$ cat src/rtl/muldiv_sequencer.sv
// Multi-cycle signed multiply / restoring-divide sequencer producing a lo/hi result pair.
// Define MULDIV_EARLY_TERM_EN to let multiplies leave BUSY once the remaining multiplier bits are zero.
module muldiv_sequencer #(
  parameter int WIDTH = 16
) (
  input  logic             clk,
  input  logic             rst,
  input  logic             start,
  input  logic [1:0]       op,
  input  logic [WIDTH-1:0] operand_a,
  input  logic [WIDTH-1:0] operand_b,
  output logic             stall,
  output logic             done,
  output logic [1:0]       reg_write,
  output logic [WIDTH-1:0] result_lo,
  output logic [WIDTH-1:0] result_hi,
  output logic             div_by_zero
);
  localparam int CW = $clog2(WIDTH) + 1;

  typedef enum logic [1:0] {IDLE, BUSY, FIX, DONE} state_t;
  state_t state, state_nx;

  logic [CW-1:0]      cnt;
  logic [2*WIDTH-1:0] acc;      // mul: product accumulator; div: {remainder, dividend/quotient}
  logic [WIDTH-1:0]   mcand, opb;
  logic               is_div, sgn, rsgn;

  logic               valid_op, accept, last_step;
  logic [WIDTH-1:0]   mag_a, mag_b;
  logic [WIDTH:0]     mul_sum, div_trial;
  logic               div_ge;
  logic [WIDTH-1:0]   div_rem;
  logic [2*WIDTH-1:0] step_acc, acc_nx, prod_s;

  assign valid_op = (op == 2'b01) || (op == 2'b10);
  assign accept   = start && valid_op && (state == IDLE || state == DONE);
  assign mag_a    = operand_a[WIDTH-1] ? -operand_a : operand_a;
  assign mag_b    = operand_b[WIDTH-1] ? -operand_b : operand_b;

  // Shift-add: add multiplicand into the upper half, then shift the whole accumulator right.
  assign mul_sum  = {1'b0, acc[2*WIDTH-1:WIDTH]} + {1'b0, (opb[0] ? mcand : '0)};

  // Restoring divide: shift next dividend bit into the partial remainder, subtract if it fits.
  assign div_trial = {acc[2*WIDTH-1:WIDTH], acc[WIDTH-1]};
  assign div_ge    = div_trial >= {1'b0, opb};
  assign div_rem   = div_ge ? WIDTH'(div_trial - {1'b0, opb}) : div_trial[WIDTH-1:0];

  assign step_acc = is_div ? {div_rem, acc[WIDTH-2:0], div_ge}
                           : {mul_sum, acc[WIDTH-1:1]};

`ifdef MULDIV_EARLY_TERM_EN
  logic [CW-1:0] rem_shift;
  assign rem_shift = CW'(WIDTH - 1) - cnt;
  assign last_step = (cnt == CW'(WIDTH - 1)) || (!is_div && ((opb >> 1) == '0));
  // Skipped iterations would only have shifted, so apply them all at once.
  assign acc_nx    = last_step ? (step_acc >> rem_shift) : step_acc;
`else
  assign last_step = (cnt == CW'(WIDTH - 1));
  assign acc_nx    = step_acc;
`endif

  assign prod_s = sgn ? -acc : acc;

  always_comb begin
    state_nx  = state;
    stall     = 1'b0;
    done      = 1'b0;
    reg_write = 2'b00;
    case (state)
      IDLE: if (accept) state_nx = (op == 2'b10 && operand_b == '0) ? DONE : BUSY;
      BUSY: begin
        stall = 1'b1;
        if (last_step) state_nx = FIX;
      end
      FIX: begin
        stall    = 1'b1;
        state_nx = DONE;
      end
      DONE: begin
        done      = 1'b1;
        reg_write = 2'b11;
        if (accept) state_nx = (op == 2'b10 && operand_b == '0) ? DONE : BUSY;
        else        state_nx = IDLE;
      end
      default: state_nx = IDLE;
    endcase
    if (accept) stall = 1'b1;
  end

  always_ff @(posedge clk) begin
    if (rst) begin
      state       <= IDLE;
      cnt         <= '0;
      acc         <= '0;
      mcand       <= '0;
      opb         <= '0;
      is_div      <= 1'b0;
      sgn         <= 1'b0;
      rsgn        <= 1'b0;
      result_lo   <= '0;
      result_hi   <= '0;
      div_by_zero <= 1'b0;
    end else begin
      state <= state_nx;
      if (accept) begin
        cnt         <= '0;
        mcand       <= mag_a;
        opb         <= mag_b;
        is_div      <= (op == 2'b10);
        sgn         <= operand_a[WIDTH-1] ^ operand_b[WIDTH-1];
        rsgn        <= operand_a[WIDTH-1];
        div_by_zero <= 1'b0;
        acc         <= (op == 2'b10) ? {{WIDTH{1'b0}}, mag_a} : '0;
        if (op == 2'b10 && operand_b == '0) begin
          result_lo   <= '1;
          result_hi   <= operand_a;
          div_by_zero <= 1'b1;
        end
      end else if (state == BUSY) begin
        acc <= acc_nx;
        cnt <= cnt + 1'b1;
        if (!is_div) opb <= opb >> 1;
      end else if (state == FIX) begin
        if (is_div) begin
          result_lo <= sgn  ? -acc[WIDTH-1:0]       : acc[WIDTH-1:0];
          result_hi <= rsgn ? -acc[2*WIDTH-1:WIDTH] : acc[2*WIDTH-1:WIDTH];
        end else begin
          result_lo <= prod_s[WIDTH-1:0];
          result_hi <= prod_s[2*WIDTH-1:WIDTH];
        end
      end
    end
  end
endmodule

$ cat config.mk
export PLATFORM = sky130hd
export DESIGN_NAME = muldiv_sequencer
export DESIGN_NICKNAME = d
export VERILOG_FILES = /design/src/rtl/muldiv_sequencer.sv
export SDC_FILE = /design/constraint.sdc
export NUM_CORES = 1
export LEC_CHECK = 0
export CELL_PAD_IN_SITES_DETAIL_PLACEMENT = 0
export CELL_PAD_IN_SITES_GLOBAL_PLACEMENT = 1
export CORE_UTILIZATION = 44
export CTS_CLUSTER_DIAMETER = 150
export DETAILED_ROUTE_END_ITERATION = 10
export GPL_TIMING_DRIVEN = 0
export PLACE_DENSITY = 0.94
export SYNTH_ARGS = -nofsm -noshare
export SYNTH_HDL_FRONTEND = slang
export SYNTH_SLANG_ARGS = --single-unit
export TNS_END_PERCENT = 10
$ cat constraint.sdc
create_clock -name clk -period 3.2 [get_ports clk]
set_input_delay 0.48 -clock clk [delete_from_list [all_inputs] [get_ports clk]]
set_output_delay 0.48 -clock clk [all_outputs]
set_load 0.005 [all_outputs]
==> impl_metrics.xml, run 1 <==
<?xml version="1.0" encoding="UTF-8"?>
<metrics>
  <group name="run_status">
    <metric name="status" unit="">complete, no violations</metric>
  </group>
  <group name="sta">
    <metric name="clock_skew" unit="ps">13.4</metric>
    <metric name="rsz0062_at_grt" unit="">yes</metric>
    <metric name="maxSlewHeadroom" unit="">0.423</metric>
    <metric name="hold_slack" unit="ps">461</metric>
    <metric name="tightestPinTransition" unit="ps">863</metric>
    <metric name="final-max-slew-violation-count" unit="">0</metric>
    <metric name="min_period_over_period" unit="">0.965</metric>
    <metric name="fmax" unit="GHz">0.324</metric>
    <metric name="fin_crit" unit="ps">3090</metric>
    <metric name="number_of_failing_setup_endpoints_in_the_final_timing_report" unit="">0</metric>
    <metric name="final-hold-violation-count" unit="">0</metric>
    <metric name="layout_setup_ws" unit="ps">113</metric>
  </group>
  <group name="floorplanning">
    <metric name="initial_utilization" unit="">0.453</metric>
    <metric name="die-height" unit="um">136</metric>
    <metric name="die_area" unit="um2">18400</metric>
    <metric name="design.core.area" unit="um2">17400</metric>
    <metric name="num_rows" unit="">48</metric>
    <metric name="floorplan.die.width" unit="um">136</metric>
    <metric name="pin_count" unit="">74</metric>
  </group>
  <group name="pwr">
    <metric name="power.internal" unit="uW">2900</metric>
    <metric name="p_sw_frac" unit="">0.379</metric>
    <metric name="power_frac_clock" unit="">0.281</metric>
    <metric name="p_per_area" unit="nW/um2">503</metric>
    <metric name="power.static_leakage" unit="uW">0.00351</metric>
    <metric name="power.switching" unit="uW">1770</metric>
    <metric name="power.sequential.fraction" unit="">0.332</metric>
    <metric name="ir_worst_vdd" unit="uV">274</metric>
    <metric name="comb_power_share" unit="">0.387</metric>
  </group>
  <group name="cts">
    <metric name="clockRootBuffer" unit="">sky130_fd_sc_hd__clkbuf_16</metric>
    <metric name="clock_tree_from_tritoncts" unit="">yes</metric>
    <metric name="inserted_clock_buffers" unit="">9</metric>
    <metric name="worst_setup_hold_path_clk_slew" unit="ps">70</metric>
    <metric name="worst_skew_late_latency" unit="ps">370</metric>
    <metric name="clockBufferDepth" unit="">2</metric>
    <metric name="cts_num_sinks" unit="">107</metric>
    <metric name="cts.htree.levels" unit="">3</metric>
  </group>
  <group name="final_layout">
    <metric name="drive_gt1_frac" unit="">0.0747</metric>
    <metric name="layout.cells.non_filler" unit="">1309</metric>
    <metric name="antenna_cells" unit="">0</metric>
    <metric name="layout-area-overhead-vs-synth" unit="%">17.8</metric>
    <metric name="final_area" unit="um2">9260</metric>
    <metric name="num-nets-final" unit="">1162</metric>
    <metric name="layout_commonest_cell" unit="">sky130_fd_sc_hd__nor2_1</metric>
    <metric name="layout.cells.most_common_list" unit="">sky130_fd_sc_hd__nor2_1, sky130_fd_sc_hd__dfxtp_1, sky130_fd_sc_hd__nand2_1, sky130_fd_sc_hd__clkdlybuf4s50_1, sky130_fd_sc_hd__a21oi_1</metric>
  </group>
  <group name="global_route">
    <metric name="number_of_global_route_vias_before_repair" unit="">7044</metric>
    <metric name="grt_max_degree" unit="">18</metric>
    <metric name="first_pass_grt_wire_length" unit="mm">39.9</metric>
    <metric name="grt_overflow" unit="">0</metric>
    <metric name="antenna_found_initial" unit="">0</metric>
    <metric name="gr-usage-all-layers" unit="">0.290</metric>
  </group>
  <group name="synth">
    <metric name="post_synth_inst_count" unit="">997</metric>
    <metric name="avg_synthesized_cell_area" unit="um2">7.88</metric>
    <metric name="yosys_warnings" unit="">0</metric>
    <metric name="netlist_cell_types" unit="">72</metric>
    <metric name="syn_area" unit="um2">7860</metric>
    <metric name="ys_async_sr_fraction" unit="">0</metric>
    <metric name="portion_of_the_post_synthesis_area_used_by_sequential_elements" unit="">0.273</metric>
    <metric name="synth-edff-count" unit="">0</metric>
    <metric name="ys_ff_latch" unit="">107</metric>
    <metric name="syn_nets" unit="">1079</metric>
    <metric name="yosys_most_used_dff" unit="">sky130_fd_sc_hd__dfxtp_1</metric>
  </group>
  <group name="worst_hold_path">
    <metric name="worstHoldPathType" unit="">reg -&gt; reg</metric>
    <metric name="hold_path_end" unit="">mcand[0]</metric>
    <metric name="hold_start" unit="">mcand[0]</metric>
    <metric name="whs_path_depth" unit="">2</metric>
  </group>
  <group name="setup_path">
    <metric name="critical_path_arrival" unit="ps">3300</metric>
    <metric name="rr_worst_depth" unit="">11</metric>
    <metric name="path_class" unit="">in -&gt; reg</metric>
    <metric name="worst_r2r_endpoint" unit="">acc[31]</metric>
    <metric name="critical_path.max_fanout" unit="">10</metric>
    <metric name="worst_setup_start_kind" unit="">primary input</metric>
    <metric name="crit-reg2reg-launch" unit="">opb[0]</metric>
    <metric name="r2r_setup_slack" unit="ps">200</metric>
    <metric name="timing.critical_path.required" unit="ps">3420</metric>
    <metric name="critical_path.endpoint_type" unit="">flop</metric>
  </group>
  <group name="detailed_routing">
    <metric name="routed_wire_length_per_instance" unit="um">20.1</metric>
    <metric name="route.detailed.drc" unit="">0</metric>
    <metric name="routed_via_density" unit="">6.05</metric>
    <metric name="detailroute.via_count" unit="">7924</metric>
    <metric name="starting_drc_count_in_detailed_routing" unit="">856</metric>
    <metric name="wirelength" unit="mm">26.3</metric>
    <metric name="dr.pass1.iters" unit="">5</metric>
    <metric name="antenna_violating_nets_post_route" unit="">0</metric>
  </group>
  <group name="placed_design">
    <metric name="dp_hpwl" unit="mm">20.2</metric>
    <metric name="post_place_setup_slack" unit="ps">-501</metric>
    <metric name="finalWeightedCongestion" unit="">0.926</metric>
    <metric name="detailed_place.area" unit="um2">8850</metric>
    <metric name="portBuffers" unit="">71</metric>
    <metric name="place_inst" unit="">1293</metric>
  </group>
  <group name="job">
    <metric name="timing.max_cap.violations" unit="">0</metric>
  </group>
</metrics>
## kinds of logic (layout without fill, tap and decap cells)
family / count (synthesis) / count (layout) / share of synthesized area
xor gates and xnor gates: 77 / 77 / 0.0858
and+or+nand+nor: 358 / 358 / 0.212
AOI/OAI and AO/OA: 279 / 279 / 0.262
muxes: 31 / 31 / 0.0403
adders and majority gates: 45 / 45 / 0.0735
DFF: 107 / 107 / 0.273
buffers and inverters: 100 / 187 / 0.0544
## critical path, cell delays in order
cell	delay [ps]
sky130_fd_sc_hd__clkdlybuf4s50_1	460
sky130_fd_sc_hd__inv_1	40
sky130_fd_sc_hd__ha_1	310
sky130_fd_sc_hd__nor3b_2	300
sky130_fd_sc_hd__nand2_2	240
sky130_fd_sc_hd__or4_1	570
sky130_fd_sc_hd__buf_6	160
sky130_fd_sc_hd__nand2_2	130
sky130_fd_sc_hd__nand2_4	100
sky130_fd_sc_hd__buf_6	170
sky130_fd_sc_hd__a21oi_1	220
sky130_fd_sc_hd__a211oi_1	120
## area by class of cell
cell class	instances	area (um2)
repair buffers	72	718
plain buffers	62	287
well taps	225	282
inverters	38	143
multi-input cells	790	5350
clock buffers	9	225
clock inverters	6	114
fillers	1635	8090
flip-flops and latches	107	2140
## layer usage
metal	global-route usage	wire length (um)
met1	0.402	11800
met4	0.141	1150
met3	0.0591	2320
met2	0.423	11000
met5	0	0
## synthesized netlist by cell type, types with 3 or more instances
cell type / number / area [um2]
sky130_fd_sc_hd__buf_1: 11 / 41.3
sky130_fd_sc_hd__and3_1: 5 / 31.3
sky130_fd_sc_hd__nor3_1: 37 / 185
sky130_fd_sc_hd__a21o_1: 11 / 82.6
sky130_fd_sc_hd__o211ai_1: 5 / 37.5
sky130_fd_sc_hd__a2111oi_0: 6 / 52.6
sky130_fd_sc_hd__inv_1: 38 / 143
sky130_fd_sc_hd__and2_1: 18 / 113
sky130_fd_sc_hd__o21ai_0: 39 / 195
sky130_fd_sc_hd__or4_1: 5 / 37.5
sky130_fd_sc_hd__o22ai_1: 5 / 31.3
sky130_fd_sc_hd__a311oi_2: 9 / 135
sky130_fd_sc_hd__o41ai_1: 6 / 52.6
sky130_fd_sc_hd__o31a_1: 4 / 35.0
sky130_fd_sc_hd__mux2_2: 5 / 56.3
sky130_fd_sc_hd__o221a_2: 4 / 45.0
sky130_fd_sc_hd__ha_1: 43 / 538
sky130_fd_sc_hd__clkbuf_1: 40 / 150
sky130_fd_sc_hd__xor2_1: 43 / 377
sky130_fd_sc_hd__nor2b_1: 11 / 68.8
sky130_fd_sc_hd__or3_1: 8 / 50.1
sky130_fd_sc_hd__nand4_1: 6 / 37.5
sky130_fd_sc_hd__or2_2: 8 / 50.1
sky130_fd_sc_hd__dfxtp_1: 107 / 2140
sky130_fd_sc_hd__o31ai_1: 14 / 105
sky130_fd_sc_hd__a211oi_1: 53 / 398
sky130_fd_sc_hd__o41ai_2: 3 / 48.8
sky130_fd_sc_hd__nor2_1: 149 / 559
sky130_fd_sc_hd__o21a_1: 9 / 67.6
sky130_fd_sc_hd__a31oi_1: 10 / 62.6
sky130_fd_sc_hd__a211o_1: 4 / 35.0
sky130_fd_sc_hd__nor4_1: 5 / 31.3
sky130_fd_sc_hd__xnor2_1: 34 / 298
sky130_fd_sc_hd__o221ai_1: 3 / 26.3
sky130_fd_sc_hd__o21bai_1: 3 / 22.5
sky130_fd_sc_hd__nand2_1: 75 / 282
sky130_fd_sc_hd__a311oi_1: 4 / 35.0
sky130_fd_sc_hd__nand3_1: 9 / 45.0
sky130_fd_sc_hd__buf_4: 3 / 22.5
sky130_fd_sc_hd__a21oi_1: 57 / 285
sky130_fd_sc_hd__a22o_1: 5 / 43.8
sky130_fd_sc_hd__mux2i_1: 26 / 260
sky130_fd_sc_hd__buf_6: 5 / 56.3
sky130_fd_sc_hd__nand2b_1: 9 / 56.3
sky130_fd_sc_hd__a211oi_2: 8 / 100
## power by group through the flow
stage	combinational, uW	clock (uW)	sequential, uW
after floorplan	1230	0	1530
after global placement	1700	0	1570
after detailed placement	1710	0	1570
after CTS	1730	1320	1540
after global routing	1940	1360	1560
final	1800	1310	1550
## registers in the layout (all words and copies together) (netlist names)
signal,flops
opb,16
cnt,5
rsgn,1
result_hi,16
state,2
result_lo,16
div_by_zero,1
mcand,16
acc,32
is_div,1
sgn,1
## through the flow
step	setup TNS [ps]	util	power [uW]
floorplan	0	-	2760
global placement	-17390	0.510	3270
detailed placement	-18560	0.510	3280
CTS	0	0.531	4590
global route	-20.9	0.534	4860
finish	0	0.534	4660
## timing repair
action | 4_1_cts | 5_1_grt
pin swaps | 0 | 1
gates resized for setup | 6 | 9
gates cloned | 0 | 0
endpoints found under the setup margin | 35 | 16
hold buffers | 0 | 0
setup buffers | 0 | 1
## worst max path at each step
stage | from | endpoint | slack (ps) | cells past startpoint
finish | op[0] | result_hi[8] | 110 | 12
global route | acc[15] | acc[30] | -20 | 12
CTS | acc[17] | acc[29] | 1 | 11
detailed placement | op[0] | result_lo[6] | -500 | 12
global placement | op[0] | result_lo[12] | -490 | 12
floorplan | opb[0] | acc[31] | 410 | 11
(Power assumes the default switching activity.)
==> inputs of run 2 (changes only) <==
--- a/config.mk
+++ b/config.mk
@@ -7,6 +7,7 @@
 export LEC_CHECK = 0
 export CELL_PAD_IN_SITES_DETAIL_PLACEMENT = 0
 export CELL_PAD_IN_SITES_GLOBAL_PLACEMENT = 1
+export CORE_MARGIN = 4
 export CORE_UTILIZATION = 44
 export CTS_CLUSTER_DIAMETER = 150
 export DETAILED_ROUTE_END_ITERATION = 10
==> impl_metrics.xml, run 2 (synthesized netlist as in run 1, its figures left out) <==
<?xml version="1.0" encoding="UTF-8"?>
<metrics>
  <group name="run_status">
    <metric name="status" unit="">complete, no violations</metric>
  </group>
  <group name="sta">
    <metric name="tightestPinTransition" unit="ps">937</metric>
    <metric name="fin_crit" unit="ps">3090</metric>
    <metric name="min_period_over_period" unit="">0.964</metric>
    <metric name="maxSlewHeadroom" unit="">0.366</metric>
    <metric name="tns" unit="ps">0</metric>
    <metric name="final-max-slew-violation-count" unit="">0</metric>
    <metric name="layout_setup_ws" unit="ps">114</metric>
    <metric name="number_of_failing_setup_endpoints_in_the_final_timing_report" unit="">0</metric>
    <metric name="clock_skew" unit="ps">7.01</metric>
    <metric name="final-hold-violation-count" unit="">0</metric>
    <metric name="hold_slack" unit="ps">469</metric>
    <metric name="fmax" unit="GHz">0.324</metric>
  </group>
  <group name="cts">
    <metric name="clockBufferDepth" unit="">2</metric>
    <metric name="inserted_clock_buffers" unit="">9</metric>
    <metric name="cts_num_sinks" unit="">107</metric>
    <metric name="cts.htree.levels" unit="">3</metric>
    <metric name="clock_tree_from_tritoncts" unit="">yes</metric>
    <metric name="worst_skew_late_latency" unit="ps">360</metric>
    <metric name="clockRootBuffer" unit="">sky130_fd_sc_hd__clkbuf_16</metric>
    <metric name="worst_setup_hold_path_clk_slew" unit="ps">80</metric>
  </group>
  <group name="detailed_routing">
    <metric name="antenna_violating_nets_post_route" unit="">0</metric>
    <metric name="detailroute.via_count" unit="">7910</metric>
    <metric name="routed_via_density" unit="">6.04</metric>
    <metric name="dr.pass1.iters" unit="">5</metric>
    <metric name="wirelength" unit="mm">26.5</metric>
    <metric name="starting_drc_count_in_detailed_routing" unit="">861</metric>
    <metric name="route.detailed.drc" unit="">0</metric>
    <metric name="routed_wire_length_per_instance" unit="um">20.2</metric>
  </group>
  <group name="floorplanning">
    <metric name="die-height" unit="um">142</metric>
    <metric name="num_rows" unit="">48</metric>
    <metric name="pin_count" unit="">74</metric>
    <metric name="design.core.area" unit="um2">17400</metric>
    <metric name="floorplan.die.width" unit="um">142</metric>
    <metric name="die_area" unit="um2">20100</metric>
    <metric name="initial_utilization" unit="">0.451</metric>
  </group>
  <group name="global_route">
    <metric name="met2_resource_use_gr" unit="">0.394</metric>
    <metric name="global_route.peak_usage_layer" unit="">met2</metric>
    <metric name="grt.met3_usage" unit="">0.0533</metric>
    <metric name="number_of_global_route_vias_before_repair" unit="">7454</metric>
    <metric name="grt_overflow" unit="">0</metric>
    <metric name="grt_util_met1" unit="">0.366</metric>
    <metric name="grt_max_degree" unit="">20</metric>
    <metric name="antenna_found_initial" unit="">0</metric>
    <metric name="first_pass_grt_wire_length" unit="mm">41.1</metric>
    <metric name="gr-usage-all-layers" unit="">0.260</metric>
  </group>
  <group name="setup_path">
    <metric name="critical_path_arrival" unit="ps">3300</metric>
    <metric name="worst_setup_start_kind" unit="">primary input</metric>
    <metric name="path_class" unit="">in -&gt; reg</metric>
    <metric name="critical_path.endpoint_type" unit="">flop</metric>
    <metric name="timing.critical_path.required" unit="ps">3420</metric>
    <metric name="critical_path.max_fanout" unit="">10</metric>
  </group>
  <group name="job">
    <metric name="timing.max_cap.violations" unit="">0</metric>
  </group>
  <group name="final_layout">
    <metric name="layout_commonest_cell" unit="">sky130_fd_sc_hd__nor2_1</metric>
    <metric name="final_util" unit="">0.533</metric>
    <metric name="layout-area-overhead-vs-synth" unit="%">18.0</metric>
    <metric name="registers.top_by_ff_count" unit="">acc</metric>
    <metric name="largest_register_ffs" unit="">32</metric>
    <metric name="drive_gt1_frac" unit="">0.0774</metric>
    <metric name="antenna_cells" unit="">0</metric>
    <metric name="layout.cells.most_common_list" unit="">sky130_fd_sc_hd__nor2_1, sky130_fd_sc_hd__dfxtp_1, sky130_fd_sc_hd__nand2_1, sky130_fd_sc_hd__clkdlybuf4s50_1, sky130_fd_sc_hd__a21oi_1</metric>
    <metric name="filler_cells_inserted" unit="">1706</metric>
    <metric name="layout.cells.non_filler" unit="">1310</metric>
    <metric name="num-nets-final" unit="">1162</metric>
  </group>
  <group name="placed_design">
    <metric name="dp_hpwl" unit="mm">20.5</metric>
    <metric name="place_inst" unit="">1293</metric>
    <metric name="post_place_setup_slack" unit="ps">-530</metric>
    <metric name="portBuffers" unit="">71</metric>
    <metric name="finalWeightedCongestion" unit="">0.950</metric>
  </group>
  <group name="pwr">
    <metric name="p_per_area" unit="nW/um2">498</metric>
    <metric name="power.static_leakage" unit="uW">0.00352</metric>
    <metric name="ir_worst_vdd" unit="uV">275</metric>
  </group>
  <group name="worst_hold_path">
    <metric name="worstHoldPathType" unit="">reg -&gt; reg</metric>
  </group>
</metrics>
## run 2: power by group
part	switching, uW	internal [uW]	total (uW)
registers	115	1430	1550
logic	1100	700	1800
clock network	571	703	1270
total	1790	2840	4620
## run 2: final cells by class
cell class                 instances  area [um2]  share of cell area
sequential                       107        2150               0.232
timing repair buffer              72         718              0.0774
tap                              225         282              0.0303
inverter                          38         143              0.0154
clock inverter                     7         106              0.0115
buffer                            62         287              0.0309
multi-input combinational        790        5370               0.579
clock buffer                       9         225              0.0243
## run 2: per-stage QoR
| stage | area, um2 | power [uW] |
|---|---|---|
| after CTS | 9210 | 4540 |
| after floorplan | 7860 | 2760 |
| after detailed placement | 8850 | 3280 |
| final | 9280 | 4620 |
| after global placement | 8850 | 3260 |
| after global routing | 9280 | 4850 |
## run 2: worst paths after layout
kind | from | to | slack [ps] | cells past startpoint
worst min register to register | mcand[15] | mcand[15] | 470 | 2
worst max-delay path | op[0] | result_hi[4] | 110 | 12
worst min-delay path | mcand[15] | mcand[15] | 470 | 2
worst max register to register | acc[17] | acc[18] | 140 | 10
## run 2: timing repair
item | 4_1_cts | 5_1_grt
pin swaps | 0 | 2
gates resized for setup | 6 | 15
endpoints found under the setup margin | 35 | 24
endpoints found under the hold margin | 0 | 0
buffers inserted | 0 | 1
hold buffers | 0 | 0
## run 2: metal layers
layer  part of all wire  up-vias  wire, um
met2               0.43      380     11500
met5                  0        -         0
met1               0.44     3707     11800
met4              0.030        0       791
li1                   -     3770         -
met3              0.093       53      2460
## run 2: worst max-delay path: stages
cell	delay (ps)
sky130_fd_sc_hd__clkdlybuf4s50_1	450
sky130_fd_sc_hd__inv_1	40
sky130_fd_sc_hd__ha_1	330
sky130_fd_sc_hd__nor3b_4	300
sky130_fd_sc_hd__nand2_4	170
sky130_fd_sc_hd__or4_1	550
sky130_fd_sc_hd__buf_6	160
sky130_fd_sc_hd__nand2_2	130
sky130_fd_sc_hd__nand2_4	100
sky130_fd_sc_hd__buf_6	170
sky130_fd_sc_hd__a21oi_1	280
sky130_fd_sc_hd__a211oi_1	120
